## config.mk

```make
export PLATFORM = sky130hd
export DESIGN_NAME = joy_scan_ctrl
export DESIGN_NICKNAME = d
export VERILOG_FILES = /design/src/rtl/joy_pkg.sv /design/src/rtl/sync2.sv /design/src/rtl/joy_scan_ctrl.sv
export SDC_FILE = /design/constraint.sdc
export NUM_CORES = 1
export LEC_CHECK = 0
export ABC_AREA = 1
export BUFFER_PORTS_ARGS = -buffer_cell sky130_fd_sc_hd__buf_2
export CORE_MARGIN = 1.5
export CORE_UTILIZATION = 59
export CTS_CLUSTER_DIAMETER = 30
export DETAILED_ROUTE_END_ITERATION = 16
export PLACE_DENSITY_LB_ADDON = 0.3
export SYNTH_ARGS = -nofsm -noshare
export SYNTH_HDL_FRONTEND = slang
export SYNTH_SLANG_ARGS = --single-unit
export TNS_END_PERCENT = 1
```

## constraint.sdc

```tcl
create_clock -name clk50mhz -period 3.1 [get_ports clk50mhz]
set_input_delay 0.465 -clock clk50mhz [delete_from_list [all_inputs] [get_ports clk50mhz]]
set_output_delay 0.465 -clock clk50mhz [all_outputs]
set_load 0.01 [all_outputs]
```

## src/rtl/joy_pkg.sv

```systemverilog
// Shared constants for the joystick serial-chain scanner: FSM state encodings
// and default timing for a 50 MHz board clock.
package joy_pkg;

  localparam logic [2:0] ST_GAP   = 3'd0;
  localparam logic [2:0] ST_LOAD  = 3'd1;
  localparam logic [2:0] ST_SHIFT = 3'd2;
  localparam logic [2:0] ST_DONE  = 3'd3;
  localparam logic [2:0] ST_PASS  = 3'd4;

  localparam int JOY_HALF     = 25;     // clk50mhz cycles per joy_clk half-period
  localparam int JOY_NBITS    = 16;     // two cascaded 8-bit 165s
  localparam int JOY_SCAN_GAP = 50000;  // 1 ms between scans

endpackage

```

## src/rtl/sync2.sv

```systemverilog
// Two-flop synchronizer with a configurable reset value, for asynchronous
// board-level inputs.
module sync2 #(
  parameter logic RST_VAL = 1'b0
) (
  input  logic clk,
  input  logic reset_n,
  input  logic d,
  output logic q
);

  logic meta;

  always_ff @(posedge clk) begin
    if (!reset_n) begin
      meta <= RST_VAL;
      q    <= RST_VAL;
    end else begin
      meta <= d;
      q    <= meta;
    end
  end

endmodule

```

## src/rtl/joy_scan_ctrl.sv

```systemverilog
// Joystick chain sequencer: periodically loads and shifts two cascaded 165s and
// publishes active-high button words, or hands the chain to an external master.
module joy_scan_ctrl
  import joy_pkg::*;
#(
  parameter int HALF     = JOY_HALF,
  parameter int NBITS    = JOY_NBITS,
  parameter int SCAN_GAP = JOY_SCAN_GAP
) (
  input  logic               clk50mhz,
  input  logic               reset_n,
  input  logic               passthru,
  input  logic               joy_data,
  input  logic               xjoy_clk,
  input  logic               xjoy_load_n,
  output logic               joy_clk,
  output logic               joy_load_n,
  output logic               xjoy_data,
  output logic [NBITS/2-1:0] joy1,
  output logic [NBITS/2-1:0] joy2,
  output logic               joy_valid,
  output logic               busy,
  output logic [2:0]         dbg_state
);

  localparam int GW = $clog2(SCAN_GAP);
  localparam int HW = $clog2(HALF);
  localparam int BW = $clog2(NBITS);
  localparam logic [GW-1:0] GAP_LAST  = GW'(SCAN_GAP - 1);
  localparam logic [HW-1:0] HALF_LAST = HW'(HALF - 1);
  localparam logic [BW-1:0] BIT_LAST  = BW'(NBITS - 1);

  logic [2:0]       state;
  logic [GW-1:0]    gap_cnt;
  logic [HW-1:0]    half_cnt;
  logic [BW-1:0]    bit_cnt;
  logic             clk_r;
  logic [NBITS-1:0] shreg;
  logic             data_s;
  logic             pass_s;
  logic             in_pass;

  sync2 #(.RST_VAL(1'b1)) u_sync_data (
    .clk     (clk50mhz),
    .reset_n (reset_n),
    .d       (joy_data),
    .q       (data_s)
  );

  sync2 #(.RST_VAL(1'b0)) u_sync_pass (
    .clk     (clk50mhz),
    .reset_n (reset_n),
    .d       (passthru),
    .q       (pass_s)
  );

  // joy_valid is a one-cycle strobe with no ready: joy1/joy2 change in the same
  // cycle it is high and then hold until the next completed scan.
  always_ff @(posedge clk50mhz) begin
    if (!reset_n) begin
      state     <= ST_GAP;
      gap_cnt   <= '0;
      half_cnt  <= '0;
      bit_cnt   <= '0;
      clk_r     <= 1'b0;
      shreg     <= '0;
      joy1      <= '0;
      joy2      <= '0;
      joy_valid <= 1'b0;
    end else begin
      joy_valid <= 1'b0;
      case (state)
        ST_GAP: begin
          if (gap_cnt == GAP_LAST) begin
            gap_cnt  <= '0;
            half_cnt <= '0;
            state    <= pass_s ? ST_PASS : ST_LOAD;
          end else begin
            gap_cnt <= gap_cnt + 1'b1;
          end
        end
        ST_LOAD: begin
          if (half_cnt == HALF_LAST) begin
            half_cnt <= '0;
            bit_cnt  <= '0;
            clk_r    <= 1'b0;
            state    <= ST_SHIFT;
          end else begin
            half_cnt <= half_cnt + 1'b1;
          end
        end
        ST_SHIFT: begin
          if (half_cnt == HALF_LAST) begin
            half_cnt <= '0;
            if (!clk_r) begin
              // Last low-phase cycle: data is stable, sample before the rise.
              shreg <= {shreg[NBITS-2:0], data_s};
              if (bit_cnt == BIT_LAST) begin
                state <= ST_DONE;
              end else begin
                clk_r <= 1'b1;
              end
            end else begin
              clk_r   <= 1'b0;
              bit_cnt <= bit_cnt + 1'b1;
            end
          end else begin
            half_cnt <= half_cnt + 1'b1;
          end
        end
        ST_DONE: begin
          joy1      <= ~shreg[NBITS-1:NBITS/2];
          joy2      <= ~shreg[NBITS/2-1:0];
          joy_valid <= 1'b1;
          clk_r     <= 1'b0;
          gap_cnt   <= '0;
          state     <= ST_GAP;
        end
        ST_PASS: begin
          if (!pass_s) begin
            gap_cnt <= '0;
            state   <= ST_GAP;
          end
        end
        default: begin
          gap_cnt <= '0;
          state   <= ST_GAP;
        end
      endcase
    end
  end

  // Passthrough is decided by the registered state, so the pins only switch
  // owner on a scan boundary.
  assign in_pass    = (state == ST_PASS);
  assign joy_clk    = in_pass ? xjoy_clk : clk_r;
  assign joy_load_n = in_pass ? xjoy_load_n : (state != ST_LOAD);
  assign xjoy_data  = in_pass ? joy_data : 1'b1;
  assign busy       = (state == ST_LOAD) || (state == ST_SHIFT);
  assign dbg_state  = state;

endmodule
```

# --- Word-level counts from Yosys, hierarchy flattened ---
# Index checks and enable logic that the tools add are counted.
word_totals:
  ff_bits: 66
  in_bits: 6
  output_inout_bits: 24
classes:
  add_sub_neg: 3
  eq_ne: 15
  n_mux: 27
  n_bitwise: 4
  n_reduce_logical: 12
ops:
  columns: ["operator", "count"]
  rows:
  - ["one-hot mux 16 bit (3 select lines)", 1]
  - ["2-to-1 mux 16 bit", 2]
  - ["2-to-1 mux 3 bit", 7]
  - ["adder 16 x 1 -> 16 bit (second input constant)", 1]
  - ["== test 16 bit (second input constant)", 1]
  - ["inverter 8 bit", 2]
  - ["!= test 2 bit (second input constant)", 7]
  - ["2-to-1 mux 4 bit", 3]
  - ["one-hot mux 3 bit (4 select lines)", 1]
  - ["2-to-1 mux 5 bit", 2]
  - ["one-hot mux 5 bit (2 select lines)", 1]
  - ["2-to-1 mux 1 bit", 8]
  - ["one-hot mux 4 bit (2 select lines)", 1]
  - ["== test 3 x 2 -> 1 bit (second input constant)", 2]
  - ["AND reduction 3 bit", 2]
  - ["AND reduction 6 bit", 1]
  - ["adder 5 x 1 -> 5 bit (second input constant)", 1]
  - ["== test 5 bit (second input constant)", 1]
  - ["adder 4 x 1 -> 4 bit (second input constant)", 1]
  - ["== test 4 bit (second input constant)", 1]
  - ["AND reduction 2 bit", 2]
  - ["AND reduction 4 bit", 1]
  - ["nonzero test 2 bit", 2]
  - ["== test 3 x 1 -> 1 bit (second input constant)", 1]
  - ["other kinds (8)", 9]

# --- Depth between registers and ports, before layout ---
# Gate-level depths: netlist of run 1.
depth:
  ltp_word: 5
  mapped_depth: 10
  mapped_depth_nobuf: 10

# --- Cells and area by module ---
# Synthesis of run 1 repeated with hierarchy kept, for this count alone.
unflattened:
  cells_unflattened: 395
  area_unflattened_um2: 2972.9
by_module_without_submodules:
  columns: ["mod", "instances", "cells_per_inst", "area_each_um2"]
  rows:
  - ["joy_scan_ctrl", 1, 383, 2862.7]
  - ["sync2", 2, 6, 55.1]

# --- Worst setup path after synthesis of run 1 ---
# OpenSTA, ideal clock, no wires.
synth_path:
  kind: "flip-flop to output port"
  from: "register state[1] (netlist: dbg_state[1])"
  to: "output joy_clk"
  arrival_ns: 0.973
  path_slack_ns: 1.662
  stages_incl_launch_ff: 5
  path_cell_list: "dfxtp_1 -> nor2_1 -> nand2_1 -> inv_1 -> o21ai_0"
synth_between:
  elab_chain_cells: 2
synth_lines:
  columns: ["item", "line", "text"]
  rows:
  - ["start, declared", "joy_scan_ctrl.sv:33", "logic [2:0] state;"]
  - ["start signal, assigned", "joy_scan_ctrl.sv:77", "state <= pass_s ? ST_PASS : ST_LOAD;"]
  - ["== test 3 bit", "joy_scan_ctrl.sv:135", "assign in_pass = (state == ST_PASS);"]
  - ["2-to-1 mux 1 bit", "joy_scan_ctrl.sv:136", "assign joy_clk = in_pass ? xjoy_clk : clk_r;"]
  - ["end, declared", "joy_scan_ctrl.sv:16", "output logic joy_clk,"]
# No other way between the ends.

# --- Final worst setup path of run 1 ---
layout_path:
  from: "register state[2] (netlist: dbg_state[2])"
  to: "register gap_cnt[8]"
layout_between:
  elab_chain_cells: 4
  word_cells_on_any_way: 9
layout_lines:
  columns: ["item", "line", "text"]
  rows:
  - ["parallel branches: the longest is 4 deep, another holds one-hot mux 16 bit (3 select lines)", null, null]
  - ["end signal, assigned", "joy_scan_ctrl.sv:79", "gap_cnt <= gap_cnt + 1'b1;"]
  - ["end, declared", "joy_scan_ctrl.sv:34", "logic [GW-1:0] gap_cnt;"]
# Several ways; the timed one is not identified.
# A chain may end at the register's enable or synchronous reset.

==> results of run 1 <==
[state kept, by name (all words and copies together) (netlist names)]
signal / flops
joy2: 8
gap_cnt: 16
bit_cnt: 4
shreg: 16
half_cnt: 5
joy_valid: 1
dbg_state: 3
clk_r: 1
joy1: 8
u_sync_pass.meta: 1
u_sync_data.q: 1
u_sync_pass.q: 1
u_sync_data.meta: 1
[cell usage in the layout (no fill, tap or decap), types with 5 or more instances in the layout]
| cell | n |
|---|---|
| nor2_1 | 35 |
| inv_2 | 5 |
| nand2_1 | 65 |
| clkbuf_8 | 11 |
| dfxtp_1 | 66 |
| buf_2 | 29 |
| inv_1 | 45 |
| a21oi_1 | 53 |
| nor3_2 | 6 |
| o21ai_0 | 27 |
| o21ai_1 | 13 |
| nand3_1 | 21 |
| nand4_1 | 6 |
[through the flow]
stage          total power, W  setup WS [ps]  cell area, um2  utilization [%]
3_5_place_dp         0.000905           1170            3040             64.7
2_1_floorplan        0.000897           1660            2870                -
4_1_cts               0.00164           1160            3240             69.1
5_1_grt               0.00168            944            3240             69.1
6_report              0.00163           1140            3240             69.1
3_3_place_gp         0.000904           1250            3040             64.7
[critical path: cells and delay by family, from the launching register on]
family	cells	cell delay, ps
and+or+nand+nor	6	1240
DFF	1	470
buffers and inverters	1	120
[per-layer routing]
layer,up-vias,wire [um]
li1,1316,-
met1,1160,2680
met2,72,2590
met3,14,376
met4,0,148
met5,-,0
[cells by family after synthesis]
kind of cell | count (synthesis) | synth area share [%]
adders and majority gates | 4 | 1.74
xor gates and xnor gates | 6 | 1.83
buffers and inverters | 64 | 8.80
AOI/OAI and AO/OA | 96 | 17.1
DFF | 66 | 46.0
and+or+nand+nor | 150 | 24.6
[final cells by class]
| cell class | instances | share of cell area (%) |
|---|---|---|
| Clock inverter | 4 | 1.54 |
| Sequential cell | 66 | 40.8 |
| Inverter | 50 | 5.79 |
| Clock buffer | 12 | 4.79 |
| Multi-Input combinational cell | 256 | 40.1 |
| Tap cell | 54 | 2.08 |
| Timing Repair Buffer | 31 | 4.94 |
[power by group]
part,internal (W),switching (W),total [W]
registers,0.000853,0.00000388,0.000857
clock network,0.000414,0.000327,0.000741
logic,0.00000899,0.0000194,0.0000284
[worst min path at each step]
stage / cells past startpoint / to / startpoint
after floorplan: 2 / u_sync_pass.q$_SDFF_PN0_ / u_sync_pass.meta$_SDFF_PN0_
after global placement: 2 / u_sync_pass.q$_SDFF_PN0_ / u_sync_pass.meta$_SDFF_PN0_
after global routing: 3 / u_sync_pass.meta$_SDFF_PN0_ / passthru
final: 3 / u_sync_pass.meta$_SDFF_PN0_ / passthru
after CTS: 3 / u_sync_pass.meta$_SDFF_PN0_ / passthru
after detailed placement: 2 / u_sync_pass.q$_SDFF_PN0_ / u_sync_pass.meta$_SDFF_PN0_
==> flow_summary_export.csv, run 1 <==
group,metric,value,unit
synth,yosys-top-cells-count,"dfxtp_1, nand2_1, a21oi_1",
critical_path,reg2reg_slack,1140,ps
final_layout,drive_above_1_share,16.2,%
synth,synth_edf_count,0,
global_route,gr-total-overflow,0,
global_route,grt_first_pass_wirelength,9740,um
timing,hold_slack,312,ps
global_route,grt_use_met2,34.9,%
clock_tree,clockBufferDepth,2,
clock_tree,post_cts_buffers,0,
timing,tightest_slew,584,ps
synth,syn_area,2870,um2
synth,ys_seq_elements,66,
floorplanning,coreArea,4690,um2
global_route,grt.busiest_layer,"met2",
synth,synth_top_area_cell,"dfxtp_1",
critical_path,crit_arrival,2180,ps
detailed_routing,wirelength,5800,um
critical_path,cp_slowest_stage_delay,470,ps
detailed_routing,dr.pass1.iters,5,
critical_path,crit_start,"dbg_state[2]$_SDFFE_PN0P_",
placement,dp_hpwl,3910,um
synth,synth_most_common_cell,"dfxtp_1",
flow_run,max_cap_violations,0,
final_layout,ff_latch_area,1320,um2
critical_path,regToRegEndpoint,"gap_cnt[8]$_SDFFE_PN0P_",
critical_path,endpoint,"gap_cnt[8]$_SDFFE_PN0P_",
final_layout,multiInputGateArea,1300,um2
global_route,antenna_found_initial,0,
floorplanning,row_count,25,
critical_path,r2r-start,"dbg_state[2]$_SDFFE_PN0P_",
synth,synthCells,386,
synth,synth_top_flop_cell,"dfxtp_1",
clock_tree,htree_levels,3,
global_route,met1_usage,31.1,%
detailed_routing,viasPerCell,5.42,
clock_tree,cts_sinks,66,
detailed_routing,final_antenna_net_count,0,
floorplanning,num_io_pins,30,
final_layout,syn2layout_area_growth,12.8,%
clock_tree,clkSlewWorstSetupHoldPaths,70,ps
detailed_routing,vias,2562,
final_layout,diodes,0,
global_route,grt_max_degree,43,
final_layout,fin_nets,424,
clock_tree,numCtsBuffers,9,
critical_path,rr_worst_depth,7,
final_layout,instances_no_fill,473,
timing,max_freq,509,MHz
power_and_ir_drop,p_leak,1.34,nW
synth,ys_warn_count,0,
clock_tree,postCtsHoldBufs,0,
global_route,track_usage,24.0,%
synth,ys_async_sr_fraction,0,%
synth,synthDistinctLibCells,32,
detailed_routing,drcViolationCount,0,
clock_tree,insertion_delay,350,ps
timing,rsz0062_at_grt,"no",
floorplanning,die-area,5300,um2
final_layout,fillers,379,
critical_path,crit_top_cell,"nand2_1",
run_status,status,"completed",
timing,hold_viol,0,
timing,drv_slew,0,
placement,numPortBuffers,29,
floorplanning,die_y,72.8,um
hold_path,hp-class,"input pin to flip-flop",
detailed_routing,wire_per_inst,12.3,um
timing,setup-tns-final,0,ps
timing,fin_crit,1960,ps
synth,yosysTopAreaCellShare,46.0,%
detailed_routing,first_iter_violations,155,
global_route,grtUsageMet3,8.70,%
critical_path,crit_fanout,12,
floorplanning,initial_utilization,61.2,%
floorplanning,die_x,72.8,um
critical_path,slowest_stage,"dfxtp_1",
synth,syn_nets,396,
clock_tree,cts.repair.resized,0,
synth,avgSynthCellArea,7.44,um2
placement,dp_cells,457,
critical_path,worstPathRequired,3320,ps
critical_path,end_kind,"flip-flop",
timing,skew,5.74,ps
timing,setup_violations,0,
synth,synthTopCellsByArea,"dfxtp_1, a21oi_1, nand2_1",
timing,slew_headroom,61.1,%
synth,ys_seq_area_share,46.0,%
critical_path,path_class,"flip-flop to flip-flop",
critical_path,worstPathCellList,"inv_2 -> nand3_2 -> nand2_4 -> nor2_2 -> nand2_1 -> nand2_1 -> nor2_1",
power_and_ir_drop,ir_drop,0.344,mV
global_route,grt_pass1_vias,2256,
placement,place_congestion,0.964,
clock_tree,root_buffer,"clkbuf_8",
clock_tree,cts_tree,"built",
critical_path,start_kind,"flip-flop",
power_and_ir_drop,power_density,502,nW/um2
timing,fin_crit_sh,63.3,%
Note: power is estimated with default switching activity, not from simulation.
==> run 2: changes to the inputs <==
--- a/config.mk
+++ b/config.mk
@@ -5,10 +5,10 @@
 export SDC_FILE = /design/constraint.sdc
 export NUM_CORES = 1
 export LEC_CHECK = 0
-export ABC_AREA = 1
+export ABC_AREA = 0
 export BUFFER_PORTS_ARGS = -buffer_cell sky130_fd_sc_hd__buf_2
 export CORE_MARGIN = 1.5
-export CORE_UTILIZATION = 59
+export CORE_UTILIZATION = 53
 export CTS_CLUSTER_DIAMETER = 30
 export DETAILED_ROUTE_END_ITERATION = 16
 export PLACE_DENSITY_LB_ADDON = 0.3
==> constraint.sdc (replaced) <==
create_clock -name clk50mhz -period 1.7 [get_ports clk50mhz]
set_input_delay 0.255 -clock clk50mhz [delete_from_list [all_inputs] [get_ports clk50mhz]]
set_output_delay 0.255 -clock clk50mhz [all_outputs]
set_load 0.01 [all_outputs]
==> flow_summary_export.csv, run 2 <==
group,metric,value,unit
floorplanning,num_io_pins,30,
final_layout,final_cell_mix,"dfxtp_1, nand2_1, buf_4",
power_and_ir_drop,power_density,1120,nW/um2
critical_path,critPathBufInv,1,
global_route,grt_pass1_vias,2520,
critical_path,cp_top_family,"simple AND/OR/NAND/NOR gates",
timing,rsz0062_at_grt,"yes",
detailed_routing,dr.pass1.iters,4,
synth,yosys-top-cells-count,"dfxtp_1, nand2_1, a21oi_1",
hold_path,hold_end,"u_sync_data.meta$_SDFF_PN1_",
clock_tree,cts_tree,"built",
clock_tree,root_buffer,"clkbuf_8",
clock_tree,numCtsBuffers,9,
timing,slew_headroom,72.5,%
placement,dpl_worst_slack,-23.4,ps
synth,ys_seq_elements,66,
critical_path,cp_slowest_stage_delay,340,ps
synth,yosysTopAreaCellShare,43.2,%
timing,hold_slack,108,ps
synth,syn_nets,372,
run_status,status,"finished with violations",
synth,synth_edf_count,0,
global_route,grt_max_degree,38,
synth,synthDistinctLibCells,55,
synth,synth_top_area_cell,"dfxtp_1",
clock_tree,clockBufferDepth,2,
final_layout,drive_above_1_share,32.5,%
floorplanning,coreArea,5540,um2
critical_path,crit_arrival,1950,ps
hold_path,hp-class,"input pin to flip-flop",
placement,place_congestion,0.941,
detailed_routing,first_iter_violations,123,
floorplanning,die_y,79.0,um
detailed_routing,final_antenna_net_count,0,
final_layout,final_common_cell,"dfxtp_1",
critical_path,worstPathRequired,1930,ps
critical_path,rr_worst_depth,5,
global_route,gr-total-overflow,0,
timing,max_freq,583,MHz
detailed_routing,wirelength,6810,um
synth,syn_area,3060,um2
synth,ys_async_sr_fraction,0,%
global_route,antenna_found_initial,0,
floorplanning,die_x,79.0,um
critical_path,path_class,"flip-flop to flip-flop",
final_layout,top_regs,"gap_cnt x16, shreg x16",
synth,avgSynthCellArea,8.46,um2
final_layout,instances_no_fill,503,
run_status,violations,"negative setup slack",
synth,synthTopCellsByArea,"dfxtp_1, nand2_1, a21oi_1",
timing,setup_violations,1,
clock_tree,cts_sinks,66,
critical_path,end_kind,"flip-flop",
clock_tree,htree_levels,3,
global_route,track_usage,23.0,%
timing,fin_crit,1720,ps
detailed_routing,viasPerCell,5.66,
critical_path,crit_fanout,5,
synth,ys_warn_count,0,
floorplanning,initial_utilization,55.3,%
critical_path,start_kind,"flip-flop",
final_layout,diodes,0,
placement,dp_hpwl,4380,um
floorplanning,die-area,6240,um2
global_route,grt_first_pass_wirelength,11300,um
timing,fin_crit_sh,101,%
floorplanning,row_count,27,
timing,hold_viol,0,
critical_path,regToRegEndpoint,"dbg_state[0]$_SDFFE_PN0P_",
hold_path,holdCritStartpoint,"joy_data",
synth,ys_seq_area_share,43.2,%
clock_tree,clkSlewWorstSetupHoldPaths,70,ps
timing,skew,5.30,ps
detailed_routing,wire_per_inst,13.5,um
timing,setup-tns-final,-15.6,ps
hold_path,hold_path_depth,2,
synth,synthCells,362,
critical_path,worstPathCellList,"nor4_2 -> nand4_1 -> buf_6 -> a211o_1 -> o221a_1",
placement,dp_cells,477,
critical_path,slowest_stage,"nor4_2",
detailed_routing,vias,2846,
synth,synth_top_flop_cell,"dfxtp_1",
detailed_routing,drcViolationCount,0,
critical_path,reg2reg_slack,-20,ps
placement,numPortBuffers,29,
power_and_ir_drop,ir_drop,0.892,mV
power_and_ir_drop,p_leak,1.49,nW
clock_tree,postCtsHoldBufs,0,
flow_run,max_cap_violations,0,
final_layout,fin_nets,436,
final_layout,syn2layout_area_growth,26.7,%
synth,synth_most_common_cell,"dfxtp_1",
timing,drv_slew,0,
timing,fin_ws,-15.6,ps
clock_tree,insertion_delay,350,ps
timing,tightest_slew,412,ps
critical_path,r2r-start,"gap_cnt[12]$_SDFFE_PN0P_",
## run 2: changes by cell type in the layout (fill, tap and decap cells not counted), moves of 8 or more
cell | previous run | this run
buf_4 | 2 | 43
dfxtp_1 | 66 | 58
o21ai_0 | 27 | 17
nor2_1 | 35 | 16
a211oi_1 | 0 | 9
buf_6 | 0 | 8
nand2_1 | 65 | 55
a21oi_1 | 53 | 35
o21ai_1 | 13 | 0
mux2i_1 | 0 | 8
nand3_1 | 21 | 11
a31oi_1 | 0 | 8
inv_1 | 45 | 2
## run 2: worst max path at each step
stage | endpoint | start | depth (start not counted) | slack, ps
CTS | bit_cnt[3]$_SDFFE_PN0P_ | half_cnt[0]$_SDFFE_PN0P_ | 6 | -10
floorplan | shreg[10]$_SDFFE_PN0P_ | dbg_state[0]$_SDFFE_PN0P_ | 8 | -50
finish | dbg_state[0]$_SDFFE_PN0P_ | gap_cnt[12]$_SDFFE_PN0P_ | 5 | -20
global route | dbg_state[0]$_SDFFE_PN0P_ | gap_cnt[12]$_SDFFE_PN0P_ | 5 | -90
detailed placement | bit_cnt[3]$_SDFFE_PN0P_ | half_cnt[0]$_SDFFE_PN0P_ | 6 | -20
global placement | bit_cnt[3]$_SDFFE_PN0P_ | half_cnt[0]$_SDFFE_PN0P_ | 6 | 20
## run 2: routing by layer
layer / vias to the layer above / part of all wire (%) / track usage (%)
met5: - / 0 / 0
met4: 0 / 1.5 / 10.5
met3: 11 / 5.1 / 6.32
met2: 84 / 48 / 36.5
met1: 1336 / 46 / 29.0
li1: 1415 / - / -
## run 2: through the flow
| step | total power (W) | cell area [um2] | utilization, % |
|---|---|---|---|
| 2_1_floorplan | 0.00253 | 3060 | - |
| 3_3_place_gp | 0.00291 | 3470 | 62.7 |
| 3_5_place_dp | 0.00293 | 3470 | 62.7 |
| 4_1_cts | 0.00423 | 3710 | 67.0 |
| 5_1_grt | 0.00457 | 3880 | 70.0 |
| 6_report | 0.00434 | 3880 | 70.0 |
## run 2: cells by family (layout without fill, tap and decap cells)
kind of cell | count (synthesis) | count (layout) | share of synthesized area, %
simple gates | 158 | 158 | 27.7
compound gates | 87 | 87 | 17.5
flops | 66 | 66 | 43.2
buf+inv | 33 | 102 | 5.64
mux | 9 | 9 | 2.98
xor+xnor | 5 | 5 | 1.43
fa+ha+maj | 4 | 4 | 1.63
## run 2: final cells by class
class	count	area (um2)
Tap cell	72	90.1
Sequential cell	66	1340
Inverter	5	21.3
Timing Repair Buffer	81	588
Clock inverter	5	30.0
Multi-Input combinational cell	263	1670
Fill cell	432	1660
Clock buffer	11	141
## run 2: report_power, final
group          internal [W]  switching [W]  leakage (nW)
Sequential          0.00165      0.0000781         0.538
Clock              0.000561       0.000617        0.0851
Combinational      0.000695       0.000738         0.870
## run 2: timing repair
item                                    CTS  global route
pin swaps                                 1            17
gates resized for setup                  10            38
gates cloned                              0             2
setup buffers                             4             4
endpoints found under the setup margin    7            37
